$ cat src/rtl/dma_pkg.sv
// rtl/dma_pkg.sv - shared types and constants for the DMA copy engine
package dma_pkg;

    typedef enum logic [2:0] {
        IDLE,
        RD,
        GAP_W,
        WR,
        GAP_R
    } dma_state_t;

    localparam logic [1:0] REG_SRC_LO = 2'd0;
    localparam logic [1:0] REG_DST_LO = 2'd1;
    localparam logic [1:0] REG_HI     = 2'd2;
    localparam logic [1:0] REG_CTRL   = 2'd3;

    // CTRL write fields
    localparam int CTRL_START_BIT  = 15;
    localparam int CTRL_IRQ_EN_BIT = 14;
    // CTRL read fields
    localparam int CTRL_BUSY_BIT   = 15;
    localparam int CTRL_DONE_BIT   = 14;

    localparam int ADDR_WIDTH = 19;

    // Replace only the byte lanes selected by bytesel.
    function automatic logic [15:0] merge_bytes(input logic [15:0] old_value,
                                                input logic [15:0] new_value,
                                                input logic [1:0]  bytesel);
        merge_bytes = old_value;
        if (bytesel[0]) merge_bytes[7:0]  = new_value[7:0];
        if (bytesel[1]) merge_bytes[15:8] = new_value[15:8];
    endfunction

endpackage

$ cat src/rtl/dma_regs.sv
// rtl/dma_regs.sv - CPU-visible register window with ack generation
module dma_regs #(
    parameter int COUNT_WIDTH = 14
) (
    input  logic                   clk,
    input  logic                   reset,
    input  logic                   cs,
    input  logic                   data_m_access,
    input  logic [1:0]             data_m_addr,
    input  logic [15:0]            data_m_data_in,
    output logic [15:0]            data_m_data_out,
    input  logic                   data_m_wr_en,
    input  logic [1:0]             data_m_bytesel,
    output logic                   data_m_ack,
    input  logic                   busy,
    input  logic                   inc_src,
    input  logic                   inc_dst,
    input  logic                   dec_count,
    input  logic                   set_done,
    output logic                   start,
    output logic                   start_zero,
    output logic [18:0]            src_addr,
    output logic [18:0]            dst_addr,
    output logic [COUNT_WIDTH-1:0] count,
    output logic                   irq_en,
    output logic                   done
);
    import dma_pkg::*;

    logic        access_cycle;
    logic        wr_strobe;
    logic        rd_strobe;
    logic        ctrl_wr;
    logic [13:0] count_field;
    logic [15:0] wr_image;
    logic [15:0] rd_image;
    logic [15:0] wr_merged;

    // Decode the access, build register images and the byte-merged write value
    always_comb begin
        access_cycle = cs & data_m_access & ~data_m_ack;
        wr_strobe    = access_cycle & data_m_wr_en;
        rd_strobe    = access_cycle & ~data_m_wr_en;
        ctrl_wr      = wr_strobe & (data_m_addr == REG_CTRL);

        count_field = '0;
        count_field[COUNT_WIDTH-1:0] = count;

        case (data_m_addr)
            REG_SRC_LO: wr_image = {src_addr[14:0], 1'b0};
            REG_DST_LO: wr_image = {dst_addr[14:0], 1'b0};
            REG_HI:     wr_image = {4'b0, dst_addr[18:15], 4'b0, src_addr[18:15]};
            default:    wr_image = {1'b0, irq_en, count_field};
        endcase

        rd_image = wr_image;
        if (data_m_addr == REG_CTRL) begin
            rd_image[CTRL_BUSY_BIT] = busy;
            rd_image[CTRL_DONE_BIT] = done;
        end

        wr_merged  = merge_bytes(wr_image, data_m_data_in, data_m_bytesel);
        start      = ctrl_wr & ~busy & wr_merged[CTRL_START_BIT];
        start_zero = start & (wr_merged[COUNT_WIDTH-1:0] == '0);
    end

    // Register state, ack pulse and read data capture
    always_ff @(posedge clk) begin
        if (reset) begin
            data_m_ack      <= 1'b0;
            data_m_data_out <= 16'h0;
            src_addr        <= '0;
            dst_addr        <= '0;
            count           <= '0;
            irq_en          <= 1'b0;
            done            <= 1'b0;
        end else begin
            data_m_ack      <= access_cycle;
            data_m_data_out <= rd_strobe ? rd_image : 16'h0;

            if (inc_src)   src_addr <= src_addr + 19'd1;
            if (inc_dst)   dst_addr <= dst_addr + 19'd1;
            if (dec_count) count    <= count - COUNT_WIDTH'(1);

            if (wr_strobe && !busy) begin
                case (data_m_addr)
                    REG_SRC_LO: src_addr[14:0] <= wr_merged[15:1];
                    REG_DST_LO: dst_addr[14:0] <= wr_merged[15:1];
                    REG_HI: begin
                        src_addr[18:15] <= wr_merged[3:0];
                        dst_addr[18:15] <= wr_merged[11:8];
                    end
                    default: begin
                        count  <= wr_merged[COUNT_WIDTH-1:0];
                        irq_en <= wr_merged[CTRL_IRQ_EN_BIT];
                    end
                endcase
            end

            // A CTRL write clears done, but a zero-count start sets it again.
            if (set_done)   done <= 1'b1;
            if (ctrl_wr)    done <= 1'b0;
            if (start_zero) done <= 1'b1;
        end
    end

endmodule

$ cat src/rtl/dma_copy_engine.sv
// rtl/dma_copy_engine.sv - memory-to-memory word copy engine top level
module dma_copy_engine #(
    parameter int COUNT_WIDTH = 14
) (
    input  logic        clk,
    input  logic        reset,
    input  logic        cs,
    input  logic        data_m_access,
    input  logic [1:0]  data_m_addr,
    input  logic [15:0] data_m_data_in,
    output logic [15:0] data_m_data_out,
    input  logic        data_m_wr_en,
    input  logic [1:0]  data_m_bytesel,
    output logic        data_m_ack,
    output logic        m_access,
    output logic [18:0] m_addr,
    output logic        m_wr_en,
    output logic [1:0]  m_bytesel,
    output logic [15:0] m_data_out,
    input  logic [15:0] m_data_in,
    input  logic        m_ack,
    output logic        intr
);
    import dma_pkg::*;

    dma_state_t             state_q;
    dma_state_t             state_d;
    logic                   busy;
    logic                   inc_src;
    logic                   inc_dst;
    logic                   dec_count;
    logic                   set_done;
    logic                   start;
    logic                   start_zero;
    logic [18:0]            src_addr;
    logic [18:0]            dst_addr;
    logic [COUNT_WIDTH-1:0] count;
    logic                   irq_en;
    logic                   done;

    dma_regs #(
        .COUNT_WIDTH(COUNT_WIDTH)
    ) u_regs (
        .clk            (clk),
        .reset          (reset),
        .cs             (cs),
        .data_m_access  (data_m_access),
        .data_m_addr    (data_m_addr),
        .data_m_data_in (data_m_data_in),
        .data_m_data_out(data_m_data_out),
        .data_m_wr_en   (data_m_wr_en),
        .data_m_bytesel (data_m_bytesel),
        .data_m_ack     (data_m_ack),
        .busy           (busy),
        .inc_src        (inc_src),
        .inc_dst        (inc_dst),
        .dec_count      (dec_count),
        .set_done       (set_done),
        .start          (start),
        .start_zero     (start_zero),
        .src_addr       (src_addr),
        .dst_addr       (dst_addr),
        .count          (count),
        .irq_en         (irq_en),
        .done           (done)
    );

    assign busy      = (state_q != IDLE);
    assign intr      = done & irq_en;
    assign m_bytesel = 2'b11;

    // Copy sequencer: next state and register update strobes
    always_comb begin
        state_d   = state_q;
        inc_src   = 1'b0;
        inc_dst   = 1'b0;
        dec_count = 1'b0;
        set_done  = 1'b0;
        case (state_q)
            IDLE: begin
                if (start && !start_zero) state_d = RD;
            end
            RD: begin
                if (m_ack) begin
                    inc_src = 1'b1;
                    state_d = GAP_W;
                end
            end
            GAP_W: state_d = WR;
            WR: begin
                if (m_ack) begin
                    inc_dst   = 1'b1;
                    dec_count = 1'b1;
                    if (count == COUNT_WIDTH'(1)) begin
                        set_done = 1'b1;
                        state_d  = IDLE;
                    end else begin
                        state_d = GAP_R;
                    end
                end
            end
            GAP_R: state_d = RD;
            default: state_d = IDLE;
        endcase
    end

    // State register
    always_ff @(posedge clk) begin
        if (reset) state_q <= IDLE;
        else       state_q <= state_d;
    end

    // Registered master port, driven from the state being entered
    always_ff @(posedge clk) begin
        if (reset) begin
            m_access   <= 1'b0;
            m_wr_en    <= 1'b0;
            m_addr     <= '0;
            m_data_out <= 16'h0;
        end else begin
            m_access <= (state_d == RD) || (state_d == WR);
            m_wr_en  <= (state_d == WR);
            if (state_d == RD)      m_addr <= src_addr;
            else if (state_d == WR) m_addr <= dst_addr;
            if (state_q == RD && m_ack) m_data_out <= m_data_in;
        end
    end

endmodule

$ cat config.mk
export PLATFORM = sky130hd
export DESIGN_NAME = dma_copy_engine
export DESIGN_NICKNAME = d
export VERILOG_FILES = /design/src/rtl/dma_pkg.sv /design/src/rtl/dma_regs.sv /design/src/rtl/dma_copy_engine.sv
export SDC_FILE = /design/constraint.sdc
export NUM_CORES = 1
export LEC_CHECK = 0
export BUFFER_PORTS_ARGS = -buffer_cell sky130_fd_sc_hd__buf_2
export CORE_MARGIN = 5
export CORE_UTILIZATION = 52
export CTS_CLUSTER_DIAMETER = 30
export CTS_CLUSTER_SIZE = 24
export DETAILED_ROUTE_END_ITERATION = 8
export PLACE_DENSITY = 0.77
export SLEW_MARGIN = 10
export SYNTH_ARGS = -nofsm -noshare
export SYNTH_HDL_FRONTEND = slang
export SYNTH_SLANG_ARGS = --single-unit
$ cat constraint.sdc
create_clock -name clk -period 2.7 [get_ports clk]
set_input_delay 0.27 -clock clk [delete_from_list [all_inputs] [get_ports clk]]
set_output_delay 0.27 -clock clk [all_outputs]
set_load 0.02 [all_outputs]
==> summary.txt, run 1 <==
Synthesis
  • Synth Instances: ~660
  • Number of distinct library cells after synthesis: 60
  • Syn avg cell area: around 8.5 um^2
  • Top post-synthesis cells by count: 111 x dfxtp_1, 88 x nor2_1, 67 x nand2_1
  • Cell Area, Synth: 5610 um^2
  • Yosys warns: 0
  • Most used DFF post-synth: dfxtp_1
  • Area contributors post-synth: dfxtp_1 40%, a211oi_1 7.2%, nor2_1 5.9%, xnor2_1 4.5%, nand2_1 4.5%
  • Synth Register Bits: approximately 110
  • Asr flop ratio synth: 0
  • Seq/Total Area, Yosys: 0.396
  • Dominant cell type by area after synthesis: dfxtp_1
  • Top-count cell post-synth: dfxtp_1
  • EDFF count, synth: 0
  • Area fraction of the dominant cell type after synthesis: 0.396

Timing
  • Clk_skew: about 13 ps
  • Hold Violations, Final: 0
  • Setup violators final: 0
  • Setup repair after global routing missed its margin: false
  • Slew HR: 0.524
  • Min cycle time layout: between 2000 and 3000 ps
  • Final Cycle Share: 0.940
  • Fmax: 0.394 GHz
  • Slew Viols, Final: 0
  • Final setup TNS: 0 ps
  • Worst-Margin Slew: between 700 and 800 ps

Clocking
  • Root buffer selected by CTS: clkbuf_8
  • Postcts setup bufs: 0
  • Post-cts resize count: 0
  • Worst skew pair latency: about 390 ps
  • CTS Buf Count: 9
  • CTS tree: built
  • Maximum clock path buffer count: 2
  • Reg clk slew, reported paths: approximately 110 ps
  • Clk sinks: 111
  • Post-CTS Hold Buffers: 0
  • H-tree lvl count: 3

Finish
  • Synthesis-to-layout area growth: 18.6%
  • FF/Latch Area: around 2200 um^2
  • Post-route cell area: approximately 6700 um^2
  • Area of the multi-input gates: 3140 um^2
  • Layout cells sized above 1: 0.232
  • Nets: 809
  • N_diodes: 0
  • Filler instances: 945

Setup path
  • R2r endpoint: m_addr[16]
  • Highest net fanout along the worst path: 19
  • R2r startpoint: u_regs.src_addr[15]
  • CP Class: flip-flop to flip-flop
  • R2r setup slk: between 150 and 200 ps
  • Worst path arrival time: between 2000 and 3000 ps
  • Reg2Reg Depth: 8
  • Nature of the critical path startpoint: flip-flop
  • Worst Setup End Kind: flip-flop
  • WP data required: 2980 ps

Flow run
  • Max-cap viol count: 0

Floorplan
  • Chip height: 114 um
  • Io pins: 99
  • Initial Util: 0.524
  • Die ar.: about 13000 um^2
  • Core ar.: about 11000 um^2
  • Std-Cell Rows: 38
  • Die W: ~110 um

Hold path
  • Hold Path Stages: 3
  • Hold worst-path end: m_data_out[14]
  • Hold crit path type: input port to flip-flop
  • Hold_sp: m_data_in[14]

GRT
  • GRT Total Usage: 0.261
  • First-pass GRT wire length: 26500 um
  • Initial antenna violation count: 0
  • Largest net degree at the start of global routing: 31
  • GR Overflow Total: 0
  • Vias in the first global route: 5142

Detailed routing
  • Vias/cell: slightly below 6
  • DR iter-0 viols: roughly 390
  • Drt total wl: around 17000 um
  • DRC: 0
  • Drt wl/cell: between 15 and 20 um
  • Vias: 5232
  • DRT Pass-1 Iters: 5
  • ANT nets after route: 0

Placement
  • Placed cell areas: around 6400 um^2
  • Post-DP HPWL: about 13000 um
  • IO Port Bufs: 96
  • Final Wtd Congestion: 1.02

Pwr
  • Int Power: 0.00235 W
  • Seq pwr share: 0.529
  • Comb pwr share: 0.109
  • Clock power frac: 0.362
  • Max IR drop VDD: roughly 250 uV
  • Sw frac: 0.267
  • Pwr Density: a little under 500 nW/um^2
  • Pleak: about 2.7 nW
  • Sw Pwr: approximately 0.00086 W

Run status
  • Status: complete, no violations
layout make-up:
type | instances | area share
timing repair buffer | 141 | 0.127
clock buffer | 9 | 0.0186
sequential | 111 | 0.334
inverter | 9 | 0.00508
multi-input combinational | 491 | 0.473
tap | 140 | 0.0263
clock inverter | 7 | 0.0164
how the worst max path moves through the flow:
| stage | start | to | slack [ps] | depth (start not counted) |
|---|---|---|---|---|
| floorplan | data_m_addr[0] | m_addr[8] | 320 | 9 |
| global placement | data_m_addr[0] | m_addr[9] | 90 | 9 |
| detailed placement | data_m_addr[0] | m_addr[16] | 4 | 9 |
| CTS | u_regs.src_addr[15] | m_addr[16] | 150 | 8 |
| global route | u_regs.src_addr[15] | m_addr[16] | 70 | 8 |
| finish | u_regs.src_addr[15] | m_addr[16] | 160 | 8 |
per-stage QoR:
stage | setup WS, ps | hold slack (ps) | instances | power, W | util
2_1_floorplan | 321 | 406 | 659 | 0.00194 | -
3_3_place_gp | 92.2 | 439 | 892 | 0.00207 | 0.600
3_5_place_dp | 4.04 | 446 | 892 | 0.00207 | 0.600
4_1_cts | 145 | 101 | 908 | 0.00322 | 0.622
5_1_grt | 67.6 | 118 | 908 | 0.00332 | 0.622
6_report | 161 | 114 | 908 | 0.00320 | 0.622
kinds of logic after synthesis:
| family | after synthesis | synth area share |
|---|---|---|
| buffers and inverters | 57 | 0.0453 |
| AOI/OAI and AO/OA | 144 | 0.185 |
| xor gates and xnor gates | 48 | 0.0750 |
| muxes | 23 | 0.0469 |
| other | 1 | 0.000669 |
| DFF | 111 | 0.396 |
| and+or+nand+nor | 270 | 0.242 |
| adders and majority gates | 4 | 0.00893 |
cells in the final DEF (no fill, tap or decap), drive strengths merged, types with 3 or more instances in the layout:
| master | count |
|---|---|
| nand4 | 10 |
| nand3 | 11 |
| clkbuf | 9 |
| nor2 | 89 |
| nor3b | 5 |
| nor2b | 12 |
| nand3b | 3 |
| inv | 13 |
| a21oi | 33 |
| nand2 | 67 |
| a22o | 3 |
| nor4 | 5 |
| o21ai | 13 |
| mux2i | 18 |
| ha | 4 |
| a211oi | 54 |
| mux2 | 3 |
| or2 | 6 |
| o2bb2ai | 3 |
| a221o | 19 |
| dfxtp | 111 |
| xor2 | 19 |
| nor3 | 12 |
| and3 | 8 |
| and2 | 24 |
| and4 | 3 |
| xnor2 | 29 |
| o21a | 4 |
| or4 | 3 |
| nand4b | 3 |
| buf | 141 |
| nand2b | 3 |
registers in the layout (all words and copies together) (netlist names):
signal                  cells
u_regs.src_addr            19
u_regs.irq_en               1
u_regs.dst_addr            19
u_regs.done                 1
m_access                    1
u_regs.data_m_data_out     16
m_wr_en                     1
u_regs.data_m_ack           1
u_regs.count               14
m_addr                     19
state_q                     3
m_data_out                 16
layer usage:
layer	track usage	vias to the layer above	wire, um	share of wire
li1	-	2531	-	-
met1	0.322	2448	6880	0.41
met2	0.446	213	7980	0.48
met3	0.0472	40	1230	0.074
met4	0.112	0	568	0.034
met5	0	-	0	0
worst max-delay path, cell delays in order, from the launching register on:
cell     delay (ps)
dfxtp_1         400
mux2_1          340
a22o_1          250
or4_4           430
nor4_4          210
a21oi_2         110
nor3b_4         160
buf_4           210
a221o_1         310
power by group through the flow:
stage | combinational, W | clock (W) | sequential [W]
CTS | 0.000348 | 0.00118 | 0.00169
detailed placement | 0.000345 | 0 | 0.00173
global route | 0.000379 | 0.00124 | 0.00170
floorplan | 0.000205 | 0 | 0.00173
finish | 0.000350 | 0.00116 | 0.00169
global placement | 0.000339 | 0 | 0.00173
No activity file was read; power rests on OpenSTA's default activity.
==> inputs of run 2 (changes only) <==
Settings changed: CORE_ASPECT_RATIO set to 1.25.
==> run 2 against run 1 <==
Effect of this change:
- global-route usage up 0.68 points
- clock power up 15%
- clock skew fell by 3.4 ps
- non-clock buffer count shrank 6
- critical endpoint is now m_addr[8]
- sequential power about the same
- fmax is 1.5% higher
- critical path depth unchanged
- largest cell class unchanged
- via count increased by 0.34%
- cell count down 1.5%
- flip-flop and latch count is the same
==> summary.txt, run 2 (synthesis gave the netlist of run 1 again) <==
Clocking
  • Worst skew pair latency: 360 ps (was 390 ps)
  • CTS Buf Count: 9 (unchanged)
  • H-tree lvl count: 3 (unchanged)
  • Postcts setup bufs: 0 (unchanged)
  • CTS tree: built (unchanged)
  • Post-cts resize count: 0 (unchanged)
  • Maximum clock path buffer count: 2 (unchanged)
  • Post-CTS Hold Buffers: 0 (unchanged)
  • Clk sinks: 111 (unchanged)
  • Root buffer selected by CTS: clkbuf_16 (was clkbuf_8)
  • Reg clk slew, reported paths: 80 ps (was 110 ps)

Timing
  • Min cycle time layout: 2500 ps (was 2540 ps)
  • Fmax: 0.400 GHz (was 0.394 GHz)
  • Hold Violations, Final: 0 (unchanged)
  • Setup violators final: 0 (unchanged)
  • Slew HR: 0.469 (was 0.524)
  • Final setup TNS: 0 ps (unchanged)
  • Clk_skew: 9.42 ps (was 12.8 ps)
  • Slew Viols, Final: 0 (unchanged)
  • Final Cycle Share: 0.927 (was 0.940)
  • Worst-Margin Slew: 789 ps (was 707 ps)
  • Setup repair after global routing missed its margin: false (unchanged)

Floorplan
  • Io pins: 99 (unchanged)
  • Core ar.: 10600 um^2 (was 10700 um^2)
  • Std-Cell Rows: 42 (was 38)
  • Initial Util: 0.531 (was 0.524)
  • Die W: 103 um (was 114 um)
  • Die ar.: 13000 um^2 (about the same)
  • Chip height: 126 um (was 114 um)

Setup path
  • Reg2Reg Depth: 8 (unchanged)
  • R2r setup slk: 200 ps (was 160 ps)
  • WP data required: 2950 ps (was 2980 ps)
  • CP Launch Point: u_regs.count[0] (was u_regs.src_addr[15])
  • Highest net fanout along the worst path: 19 (unchanged)
  • Worst path arrival time: 2750 ps (was 2820 ps)
  • Crit path capture: m_addr[8] (was m_addr[16])
  • Worst Setup End Kind: flip-flop (unchanged)
  • Nature of the critical path startpoint: flip-flop (unchanged)
  • R2r endpoint: m_addr[8] (was m_addr[16])
  • CP Class: flip-flop to flip-flop (unchanged)
  • R2r startpoint: u_regs.count[0] (was u_regs.src_addr[15])

Detailed routing
  • Vias/cell: 5.87 (was 5.76)
  • DRC: 0 (unchanged)
  • DRT Pass-1 Iters: 5 (unchanged)
  • Vias: 5250 (was 5232)
  • DR iter-0 viols: 325 (was 388)
  • ANT nets after route: 0 (unchanged)
  • Drt wl/cell: 19.2 um (was 18.3 um)
  • Drt total wl: 17200 um (was 16700 um)

Finish
  • Post-route cell area: 6660 um^2 (was 6650 um^2)
  • Layout cells sized above 1: 0.226 (was 0.232)
  • Most frequent cells in the layout: 111 x dfxtp_1, 96 x buf_2, 88 x nor2_1, 67 x nand2_1, 54 x a211oi_1 (unchanged)
  • Commonest non-fill, non-tap cell in the layout: dfxtp_1 (unchanged)
  • Area of the multi-input gates: 3140 um^2 (unchanged)
  • FF/Latch Area: 2220 um^2 (unchanged)
  • Nets: 803 (was 809)
  • Top flop regs: m_addr (19), u_regs.dst_addr (19), u_regs.src_addr (19) (unchanged)
  • Filler instances: 931 (was 945)
  • N_diodes: 0 (unchanged)
  • Core Util, Final: 0.630 (was 0.622)
  • Synthesis-to-layout area growth: 18.7% (was 18.6%)

GRT
  • GRT Total Usage: 0.268 (was 0.261)
  • Largest net degree at the start of global routing: 31 (unchanged)
  • GR Overflow Total: 0 (unchanged)
  • First-pass GRT wire length: 26900 um (was 26500 um)
  • Vias in the first global route: 5214 (was 5142)
  • Initial antenna violation count: 0 (unchanged)

Placement
  • Final Wtd Congestion: 0.936 (was 1.02)
  • IO Port Bufs: 96 (unchanged)
  • Placed cell areas: 6360 um^2 (was 6420 um^2)
  • Post-DP HPWL: 12900 um (was 12600 um)

Hold path
  • Hold crit path type: input port to flip-flop (unchanged)
  • Hold Path Stages: 3 (unchanged)

Pwr
  • Max IR drop VDD: 346 uV (was 248 uV)
  • Pwr Density: 506 nW/um^2 (was 482 nW/um^2)
  • Pleak: 2.73 nW (was 2.74 nW)

Flow run
  • Max-cap viol count: 0 (unchanged)

Run status
  • Status: complete, no violations (unchanged)
## run 2: changes by cell type in the layout (fill, tap and decap cells not counted), moves of 2 or more
| cell | previous run | this run |
|---|---|---|
| bufinv_16 | 2 | 0 |
| buf_4 | 43 | 37 |
| clkbuf_8 | 9 | 2 |
| clkbuf_16 | 0 | 9 |
| clkinvlp_4 | 0 | 2 |
## run 2: critical path, stage by stage, from the launching register on
cell	delay [ps]
dfxtp_1	370
mux2_1	350
a22o_1	250
or4_4	440
nor4_4	240
a21oi_2	110
nor3b_4	170
buf_12	170
a221o_1	300
## run 2: stage by stage
stage	instances	setup WS, ps	power (W)	hold WS [ps]
after detailed placement	878	52.5	0.00207	447
final	894	198	0.00337	151
after global routing	894	135	0.00347	155
after global placement	878	112	0.00207	440
after floorplan	659	321	0.00194	406
after CTS	894	233	0.00337	146
## run 2: worst min path at each step
stage	from	endpoint	slack (ps)
6_report	m_data_in[0]	m_data_out[0]	150
5_1_grt	m_data_in[15]	m_data_out[15]	160
4_1_cts	m_data_in[0]	m_data_out[0]	150
3_5_place_dp	m_data_out[13]	m_data_out[13]	450
3_3_place_gp	m_data_out[5]	m_data_out[5]	440
2_1_floorplan	m_data_in[0]	m_data_out[0]	410
## run 2: final cells by class
class | instances | area share
well taps | 132 | 0.0248
flip-flops and latches | 111 | 0.334
clock buffers | 11 | 0.0380
inverters | 9 | 0.00508
clock inverters | 5 | 0.00602
repair buffers | 135 | 0.120
multi-input cells | 491 | 0.472
## run 2: routing by layer
layer,track usage,up-vias,part of all wire
met5,0,-,0
li1,-,2523,-
met4,0.151,0,0.058
met2,0.448,235,0.49
met3,0.0631,63,0.072
met1,0.307,2429,0.38
## run 2: power by group
group	internal (W)	leakage (nW)	switching, W
logic	0.000139	1.69	0.000209
clock network	0.000686	0.140	0.000641
registers	0.00166	0.896	0.0000333
==> inputs of run 3 (changes only) <==
Settings changed: BUFFER_PORTS_ARGS -buffer_cell sky130_fd_sc_hd__buf_2 to not set, DONT_BUFFER_PORTS set to 1, PLACE_DENSITY 0.77 to 0.67.
==> run 3 against run 2 <==
Effect of this change:
- routed wire length shrank 0.94%
- global-route usage is essentially flat
- total power grew 2.0%
- clock power grew 11%
- cell count shrank 11%
- sequential share of layout area grew 2.4 points
- worst hold slack lost 120 ps
- flip-flop and latch count is the same
- fmax shrank 4.6%
- critical path type unchanged
- largest power group unchanged
==> summary.txt, run 3 (synthesis gave the netlist of run 1 again) <==
Clocking
  • Reg clk slew, reported paths: 80 ps (about the same)
  • CTS Buf Count: 9 (unchanged)
  • Clk sinks: 111 (unchanged)
  • H-tree lvl count: 3 (unchanged)
  • Worst skew pair latency: 360 ps (about the same)
  • Root buffer selected by CTS: clkbuf_16 (unchanged)
  • Maximum clock path buffer count: 2 (unchanged)
  • CTS tree: built (unchanged)

Setup path
  • Crit path max-delay cell type: or4_4 (unchanged)
  • Worst path max stage delay: 550 ps (was 440 ps)
  • Worst-path cell chain: nor3_4, nand2_1, or4_4, nor4_4, a21oi_2, nor3b_4, buf_12, a221o_1 (was mux2_1, a22o_1, or4_4, nor4_4, a21oi_2, nor3b_4, buf_12, a221o_1)
  • CP Class: flip-flop to flip-flop (unchanged)
  • Worst path arrival time: 2860 ps (was 2750 ps)
  • Worst Setup End Kind: flip-flop (unchanged)
  • WP data required: 2940 ps (was 2950 ps)
  • Reg2Reg Depth: 8 (unchanged)
  • Highest net fanout along the worst path: 19 (unchanged)
  • Nature of the critical path startpoint: flip-flop (unchanged)

Hold path
  • Hold Path Stages: 2 (was 3)
  • Hold crit path type: input port to flip-flop (unchanged)

Timing
  • Setup violators final: 0 (unchanged)
  • Slew HR: 0.477 (was 0.469)
  • Hold Violations, Final: 0 (unchanged)
  • Setup repair after global routing missed its margin: false (unchanged)
  • Worst-Margin Slew: 777 ps (was 789 ps)
  • Clk_skew: 9.44 ps (was 9.42 ps)
  • Final Cycle Share: 0.971 (was 0.927)
  • Min cycle time layout: 2620 ps (was 2500 ps)
  • Fmax: 0.381 GHz (was 0.400 GHz)
  • Slew Viols, Final: 0 (unchanged)
  • Final setup TNS: 0 ps (unchanged)

Finish
  • Top flop regs: m_addr (19), u_regs.dst_addr (19), u_regs.src_addr (19) (unchanged)
  • Most frequent cells in the layout: 111 x dfxtp_1, 88 x nor2_1, 67 x nand2_1, 54 x a211oi_1, 32 x a21oi_1 (was 111 x dfxtp_1, 96 x buf_2, 88 x nor2_1, 67 x nand2_1, 54 x a211oi_1)
  • Nets: 701 (was 803)
  • Commonest non-fill, non-tap cell in the layout: dfxtp_1 (unchanged)
  • Area of the multi-input gates: 3150 um^2 (was 3140 um^2)
  • Core Util, Final: 0.587 (was 0.630)
  • Filler instances: 933 (was 931)
  • Synthesis-to-layout area growth: 10.6% (was 18.7%)
  • Layout cells sized above 1: 0.102 (was 0.226)
  • Finished Layout Cells: 792 (was 894)
  • N_diodes: 0 (unchanged)
  • FF/Latch Area: 2220 um^2 (unchanged)

Detailed routing
  • Drt total wl: 17000 um (was 17200 um)
  • ANT nets after route: 0 (unchanged)
  • DRT Pass-1 Iters: 6 (was 5)
  • DR iter-0 viols: 333 (was 325)
  • Drt wl/cell: 21.5 um (was 19.2 um)
  • DRC: 0 (unchanged)
  • Vias: 4896 (was 5250)
  • Vias/cell: 6.18 (was 5.87)

Run status
  • Status: complete, no violations (unchanged)

Placement
  • Post-DP HPWL: 12400 um (was 12900 um)
  • IO Port Bufs: 0 (was 96)
  • Placed cells: 771 (was 878)
  • Final Wtd Congestion: 1.03 (was 0.936)

Floorplan
  • Std-Cell Rows: 42 (unchanged)
  • Initial Util: 0.531 (unchanged)
  • Die ar.: 13000 um^2 (unchanged)
  • Chip height: 126 um (unchanged)
  • Io pins: 99 (unchanged)
  • Core ar.: 10600 um^2 (unchanged)
  • Die W: 103 um (unchanged)

GRT
  • Initial antenna violation count: 0 (unchanged)
  • Vias in the first global route: 4775 (was 5214)
  • GRT Total Usage: 0.267 (was 0.268)
  • GR Overflow Total: 0 (unchanged)
  • First-pass GRT wire length: 26700 um (was 26900 um)
  • Largest net degree at the start of global routing: 68 (was 31)

Flow run
  • Max-cap viol count: 0 (unchanged)

Pwr
  • Pwr Density: 555 nW/um^2 (was 506 nW/um^2)
  • Pleak: 2.27 nW (was 2.73 nW)
  • Max IR drop VDD: 290 uV (was 346 uV)
## run 3: cell count changes in the layout (fill, tap and decap cells not counted)
| cell | change |
|---|---|
| buf_16 | +1 |
| buf_2 | -96 |
| buf_4 | -10 |
| bufinv_16 | +2 |
| clkbuf_8 | -1 |
| clkinv_4 | +1 |
| clkinvlp_4 | -2 |
| dlygate4sd3_1 | +3 |
| inv_6 | +1 |
| inv_8 | -1 |
| nor3_2 | -1 |
| nor3_4 | +1 |
## run 3: worst paths after layout
check | startpoint | endpoint | slack [ps]
worst min register to register | u_regs.count[12] | u_regs.data_m_data_out[12] | 530
worst min-delay path | data_m_addr[1] | u_regs.data_m_data_out[0] | 30
worst max-delay path | state_q[2] | m_addr[1] | 80
worst max register to register | state_q[2] | m_addr[1] | 80
## run 3: through the flow
step | instance area, um^2 | power, W | setup slack (ps) | hold slack, ps
2_1_floorplan | 5610 | 0.00194 | 321 | 406
3_3_place_gp | 5790 | 0.00197 | 107 | 350
3_5_place_dp | 5790 | 0.00197 | 51.3 | 352
4_1_cts | 6160 | 0.00344 | 44.4 | 4.13
5_1_grt | 6200 | 0.00357 | 1.76 | 11.9
6_report | 6200 | 0.00344 | 77.3 | 27.3
## run 3: power breakdown
group / switching (W) / internal, W
Sequential: 0.0000412 / 0.00166
Clock: 0.000623 / 0.000846
Combinational: 0.000160 / 0.000107
Total: 0.000824 / 0.00262
## run 3: worst max-delay path, delay by kind of cell, from the launching register on
| family | cells | cell delay, ps |
|---|---|---|
| flops | 1 | 420 |
| buf+inv | 1 | 170 |
| simple gates | 5 | 1460 |
| compound gates | 2 | 450 |
## run 3: final cells by class
class,instances,area share
Sequential cell,111,0.358
Timing Repair Buffer,33,0.0484
Inverter,9,0.00545
Clock inverter,6,0.0147
Clock buffer,10,0.0385
Tap cell,132,0.0266
Multi-Input combinational cell,491,0.508
## run 3: metal layers
| metal | vias to the layer above | GRT usage | wire, um |
|---|---|---|---|
| li1 | 2318 | - | - |
| met1 | 2310 | 0.338 | 6700 |
| met2 | 213 | 0.427 | 8210 |
| met3 | 55 | 0.0498 | 1190 |
| met4 | 0 | 0.141 | 954 |
| met5 | - | 0 | 0 |
## run 3: what timing repair did
action	in CTS	in global routing
hold buffers	3	1
setup endpoints to repair	0	19
buffers inserted	0	1
gates resized for setup	0	1
hold endpoints to repair	67	1
